File: src/rtl/ks_pkg.sv
// rtl/ks_pkg.sv - shared helpers for the pipelined Kogge-Stone adder
package ks_pkg;

  function automatic int ks_levels(input int width);
    int n = 0;
    while ((1 << n) < width) n++;
    return n;
  endfunction

  function automatic int ks_span(input int level);
    return 1 << (level - 1);
  endfunction

endpackage

File: src/rtl/ks_prefix_stage.sv
// rtl/ks_prefix_stage.sv - one registered Kogge-Stone prefix level
module ks_prefix_stage
  import ks_pkg::*;
#(
  parameter int WIDTH = 16,
  parameter int SPAN  = 1
) (
  input  logic             clk,
  input  logic             rst,
  input  logic             advance,
  input  logic             prev_valid,
  input  logic [WIDTH-1:0] prev_g,
  input  logic [WIDTH-1:0] prev_p,
  input  logic [WIDTH-1:0] prev_po,
  input  logic             prev_c0,
  output logic             valid,
  output logic [WIDTH-1:0] g,
  output logic [WIDTH-1:0] p,
  output logic [WIDTH-1:0] po,
  output logic             c0
);

  typedef struct packed {
    logic [WIDTH-1:0] g;
    logic [WIDTH-1:0] p;
  } pg_t;

  pg_t prev_pg;
  pg_t next_pg;
  pg_t pg_q;

  assign prev_pg.g = prev_g;
  assign prev_pg.p = prev_p;

  // Bits below SPAN already hold their final group terms and pass straight through.
  always_comb begin
    next_pg = prev_pg;
    for (int i = SPAN; i < WIDTH; i++) begin
      next_pg.g[i] = prev_pg.g[i] | (prev_pg.p[i] & prev_pg.g[i-SPAN]);
      next_pg.p[i] = prev_pg.p[i] & prev_pg.p[i-SPAN];
    end
  end

  always_ff @(posedge clk) begin
    if (rst) begin
      valid <= 1'b0;
      pg_q  <= '0;
      po    <= '0;
      c0    <= 1'b0;
    end else if (advance) begin
      valid <= prev_valid;
      pg_q  <= next_pg;
      po    <= prev_po;
      c0    <= prev_c0;
    end
  end

  assign g = pg_q.g;
  assign p = pg_q.p;

endmodule

File: src/rtl/ks_adder_pipe.sv
// rtl/ks_adder_pipe.sv - pipelined Kogge-Stone add/sub with valid/ready; KS_OVF_EN adds ovf output
module ks_adder_pipe
  import ks_pkg::*;
#(
  parameter int WIDTH = 16
) (
  input  logic             clk,
  input  logic             rst,
  input  logic             in_valid,
  output logic             in_ready,
  input  logic [WIDTH-1:0] a,
  input  logic [WIDTH-1:0] b,
  input  logic             cin,
  input  logic             sub,
  output logic             out_valid,
  input  logic             out_ready,
  output logic [WIDTH-1:0] sum,
  output logic             cout
`ifdef KS_OVF_EN
  ,
  output logic             ovf
`endif
);

  localparam int LEVELS = ks_levels(WIDTH);

  logic advance;

  logic             s0_valid;
  logic [WIDTH-1:0] s0_g;
  logic [WIDTH-1:0] s0_p;
  logic [WIDTH-1:0] s0_po;
  logic             s0_c0;

  logic [WIDTH-1:0] bb;
  logic [WIDTH-1:0] p_new;
  logic [WIDTH-1:0] g_new;
  logic             c0_new;

  logic             v_pipe  [0:LEVELS];
  logic [WIDTH-1:0] g_pipe  [0:LEVELS];
  logic [WIDTH-1:0] p_pipe  [0:LEVELS];
  logic [WIDTH-1:0] po_pipe [0:LEVELS];
  logic             c0_pipe [0:LEVELS];
  logic [WIDTH-1:0] p_unused;

  // Global stall: every stage, bubbles included, moves only when the output can drain.
  assign advance  = !out_valid || out_ready;
  assign in_ready = advance;

  always_comb begin
    bb     = sub ? ~b : b;
    c0_new = sub ? 1'b1 : cin;
    p_new  = a ^ bb;
    g_new  = a & bb;
    g_new[0] = g_new[0] | (p_new[0] & c0_new);
  end

  always_ff @(posedge clk) begin
    if (rst) begin
      s0_valid <= 1'b0;
      s0_g     <= '0;
      s0_p     <= '0;
      s0_po    <= '0;
      s0_c0    <= 1'b0;
    end else if (advance) begin
      s0_valid <= in_valid;
      s0_g     <= g_new;
      s0_p     <= p_new;
      s0_po    <= p_new;
      s0_c0    <= c0_new;
    end
  end

  assign v_pipe[0]  = s0_valid;
  assign g_pipe[0]  = s0_g;
  assign p_pipe[0]  = s0_p;
  assign po_pipe[0] = s0_po;
  assign c0_pipe[0] = s0_c0;

  for (genvar k = 1; k <= LEVELS; k++) begin : g_level
    ks_prefix_stage #(
      .WIDTH (WIDTH),
      .SPAN  (ks_span(k))
    ) u_stage (
      .clk        (clk),
      .rst        (rst),
      .advance    (advance),
      .prev_valid (v_pipe[k-1]),
      .prev_g     (g_pipe[k-1]),
      .prev_p     (p_pipe[k-1]),
      .prev_po    (po_pipe[k-1]),
      .prev_c0    (c0_pipe[k-1]),
      .valid      (v_pipe[k]),
      .g          (g_pipe[k]),
      .p          (p_pipe[k]),
      .po         (po_pipe[k]),
      .c0         (c0_pipe[k])
    );
  end

  // The group propagate of the last level is not needed for the result.
  assign p_unused = p_pipe[LEVELS];

  // G[i] is the carry out of bit i, so the carry into bit i is G[i-1] (c0 for bit 0).
  always_ff @(posedge clk) begin
    if (rst) begin
      out_valid <= 1'b0;
      sum       <= '0;
      cout      <= 1'b0;
`ifdef KS_OVF_EN
      ovf       <= 1'b0;
`endif
    end else if (advance) begin
      out_valid <= v_pipe[LEVELS];
      sum       <= po_pipe[LEVELS] ^ {g_pipe[LEVELS][WIDTH-2:0], c0_pipe[LEVELS]};
      cout      <= g_pipe[LEVELS][WIDTH-1];
`ifdef KS_OVF_EN
      ovf       <= g_pipe[LEVELS][WIDTH-1] ^ g_pipe[LEVELS][WIDTH-2];
`endif
    end
  end

endmodule

File: config.mk
export PLATFORM = sky130hd
export DESIGN_NAME = ks_adder_pipe
export DESIGN_NICKNAME = d
export VERILOG_FILES = /design/src/rtl/ks_pkg.sv /design/src/rtl/ks_prefix_stage.sv /design/src/rtl/ks_adder_pipe.sv
export SDC_FILE = /design/constraint.sdc
export NUM_CORES = 1
export LEC_CHECK = 0
export CORE_MARGIN = 1
export CORE_UTILIZATION = 55
export CTS_BUF_LIST = sky130_fd_sc_hd__clkbuf_4 sky130_fd_sc_hd__clkbuf_8
export DETAILED_ROUTE_END_ITERATION = 8
export PLACE_DENSITY = 0.86
export SLEW_MARGIN = 20
export SYNTH_ARGS = -nofsm -noshare
export SYNTH_HDL_FRONTEND = slang
export SYNTH_HIERARCHICAL = 1
export SYNTH_SLANG_ARGS = --single-unit
export TNS_END_PERCENT = 1
File: constraint.sdc
create_clock -name clk -period 2.06 [get_ports clk]
set_input_delay 0.309 -clock clk [delete_from_list [all_inputs] [get_ports clk]]
set_output_delay 0.309 -clock clk [all_outputs]
set_load 0.02 [all_outputs]
==> results.txt <==
----------------------------------------------------
[Pwr]
  Clock network power share ... 0.412
  Sequential fraction of design power ... 0.529
  Switching power share of the total ... 0.225
  Combinational cell fraction of total power ... 0.059
  Internal Dissipation ... between 6 and 7 mW
  Maximum vdd drop ... 0.393 mV
  Total power per unit cell area ... between 800 and 900 mW/mm2
  Sw Pwr ... between 1.5 and 2 mW
  Leakage power figure ... between 4 and 5 nW

[Cells and area]
  Number of antenna cells inserted ... 0
  Utilization after layout ... 0.636
  Proportion of layout cells with a drive suffix above 1 ... 0.129
  Commonest non-fill, non-tap cell in the layout ... sky130_fd_sc_hd__dfxtp_1
  Leading cell types in the layout, fill and taps excluded ... sky130_fd_sc_hd__dfxtp_1, sky130_fd_sc_hd__nor2_1, sky130_fd_sc_hd__a21oi_1
  Area Growth Syn to Fin ... 12.9%
  Final #Nets ... roughly 1000

[Placed design]
  Final weighted congestion in routability-driven placement ... 0.777
  Total of buffers placed on input and output ports ... 56
  Post-DP HPWL ... 11300 um

[Worst setup path]
  Type of the worst setup path ... register to output pin
  Data arrival, critical path ... approximately 1500 ps
  Depth of the worst register-to-register path ... 6
  Req. time, crit path ... between 1500 and 2000 ps
  Type of destination of the critical path ... output pin
  Critical Path Fanout Max ... 3
  Critical path launch point type ... register

[Global routing]
  Tot GR Track Use ... 0.216
  Initial antenna violation count ... 0
  Global-route wire length before repair ... just under 30000 um
  Largest net degree at the start of global routing ... about 100
  Via count of the first global-routing pass ... 6126
  Gr ovfl total ... 0

[Clock network]
  Clock tree from TritonCTS ... yes
  Setup fix buffers added after clock tree synthesis ... 0
  Clock transition at the register clock pins on the worst setup and hold paths after CTS ... 60 ps
  Depth of the CTS H-tree ... 2
  Latest clock arrival within the worst-skew pair ... around 500 ps
  Cell chosen for the clock root ... sky130_fd_sc_hd__clkbuf_8
  Max Buffers Root-to-Sink ... 3
  Clk sinks ... 222
  Number of buffers inserted during clock tree synthesis ... 35
  Number of gates resized after cts ... 1
  Hold-fix buffer count after cts ... 0

[Timing]
  Setup Viol. Count Final ... 0
  Total negative setup slack ... 0 ps
  Final Max Slew Viols ... 0
  Final hold violations ... 0
  Unrepaired setup endpoints after global routing ... no
  Share of the clock period used by the worst path after layout ... 0.871
  Worst relative slew slack ... 0.673
  Peak Freq ... ~0.56 GHz
  Transition at the pin with the smallest max-transition slack ... 491 ps
  Worst setup skew after layout ... about 21 ps
  Shortest clock period the worst path allows after layout ... roughly 1800 ps

[Routing]
  First-pass detailed-route iteration total ... 5
  Number of DRC violations after detailed-routing iteration 0 ... 429
  Detailed-route via count ... approximately 6.3k
  Antenna violation net count after detailed routing ... 0
  Routed wire length ... between 15000 and 20000 um
  DR vias/cell ... 5.32
  WL/cell ... 14.5 um
  Number of DRC violations after detailed routing ... 0

[Synthesis]
  Syn_nets ... ~970
  Mean cell area of the mapped netlist ... roughly 9.8 um2
  Mapped Cells ... 911
  Synthesis warning total ... 6
  Cell Area, Synth ... slightly below 0.009 mm2

[Run status]
  Result of the run ... finished, final reports clean

[Die]
  Number of top-level pins ... 57
  Cell row count ... between 40 and 50
  Initial Util ... 0.563
  Core footprint ... between 0.015 and 0.02 mm2
  Width of the chip ... 130 um
  Die Y-Extent ... approximately 130 um
  Overall die area ... ~0.017 mm2

[Flow run]
  Count of max-cap constraint violations ... 0

[Min path]
  Class of the most critical hold timing path ... primary input to register
  Worst hold stages ... 2

----------------------------------------------------
path summary, 6_finish.rpt:
| kind | slack, ps | end | start |
|---|---|---|---|
| worst max-delay path | 270 | in_ready | out_valid$_SDFFE_PP0P_ |
| worst min-delay path | 160 | g_level[3].u_stage/po[9]$_SDFFE_PP0P_ | rst |
| worst max register to register | 550 | g_level[1].u_stage/g[11]$_SDFFE_PP0P_ | out_valid$_SDFFE_PP0P_ |
| worst min register to register | 450 | s0_valid$_SDFFE_PP0P_ | s0_valid$_SDFFE_PP0P_ |
layer usage:
metal,vias to the layer above,track usage,part of all wire
li1,3169,-,-
met1,2942,0.288,0.47
met2,139,0.346,0.46
met3,28,0.0483,0.051
met4,0,0.0752,0.020
met5,-,0,0
worst max-delay path, cell delays in order, from the launching register on:
cell                            delay [ps]
sky130_fd_sc_hd__dfxtp_1               320
sky130_fd_sc_hd__nor2b_4               230
sky130_fd_sc_hd__clkinv_8               80
sky130_fd_sc_hd__dlygate4sd2_1         360
area by class of cell:
cell class                      count  area (um2)
Timing Repair Buffer               72         781
Tap cell                          216         270
Multi-Input combinational cell    612        3920
Inverter                            1        16.3
Sequential cell                   222        4440
Clock buffer                       56         671
Fill cell                        1258        5780
Clock inverter                      1        5.00
registers in the layout, summed over array words and instances, names as in the netlist:
signal / count
cout: 1
g_level.u_stage/c0: 4
g_level.u_stage/g: 64
g_level.u_stage/p: 34
g_level.u_stage/po: 64
g_level.u_stage/valid: 4
out_valid: 1
s0_c0: 1
s0_g: 16
s0_po: 16
s0_valid: 1
sum: 16
per-stage QoR:
stage          hold slack (ps)  area (um2)  power (mW)  std cells  setup WS, ps
2_1_floorplan              432        8950        4.99        911           351
3_3_place_gp               442        9430        5.18       1123           103
3_5_place_dp               447        9430        5.20       1123          93.2
4_1_cts                    145       10100        8.79       1180           237
5_1_grt                    153       10100        9.09       1180           167
6_report                   165       10100        8.71       1180           266
power by group through the flow:
| stage | combinational, mW | clock, mW | sequential [mW] |
|---|---|---|---|
| floorplan | 0.351 | 0 | 4.64 |
| CTS | 0.521 | 3.67 | 4.60 |
| global route | 0.577 | 3.90 | 4.62 |
| finish | 0.517 | 3.59 | 4.60 |
| detailed placement | 0.511 | 0 | 4.69 |
| global placement | 0.495 | 0 | 4.68 |
Note: power is estimated with default switching activity, not from simulation.
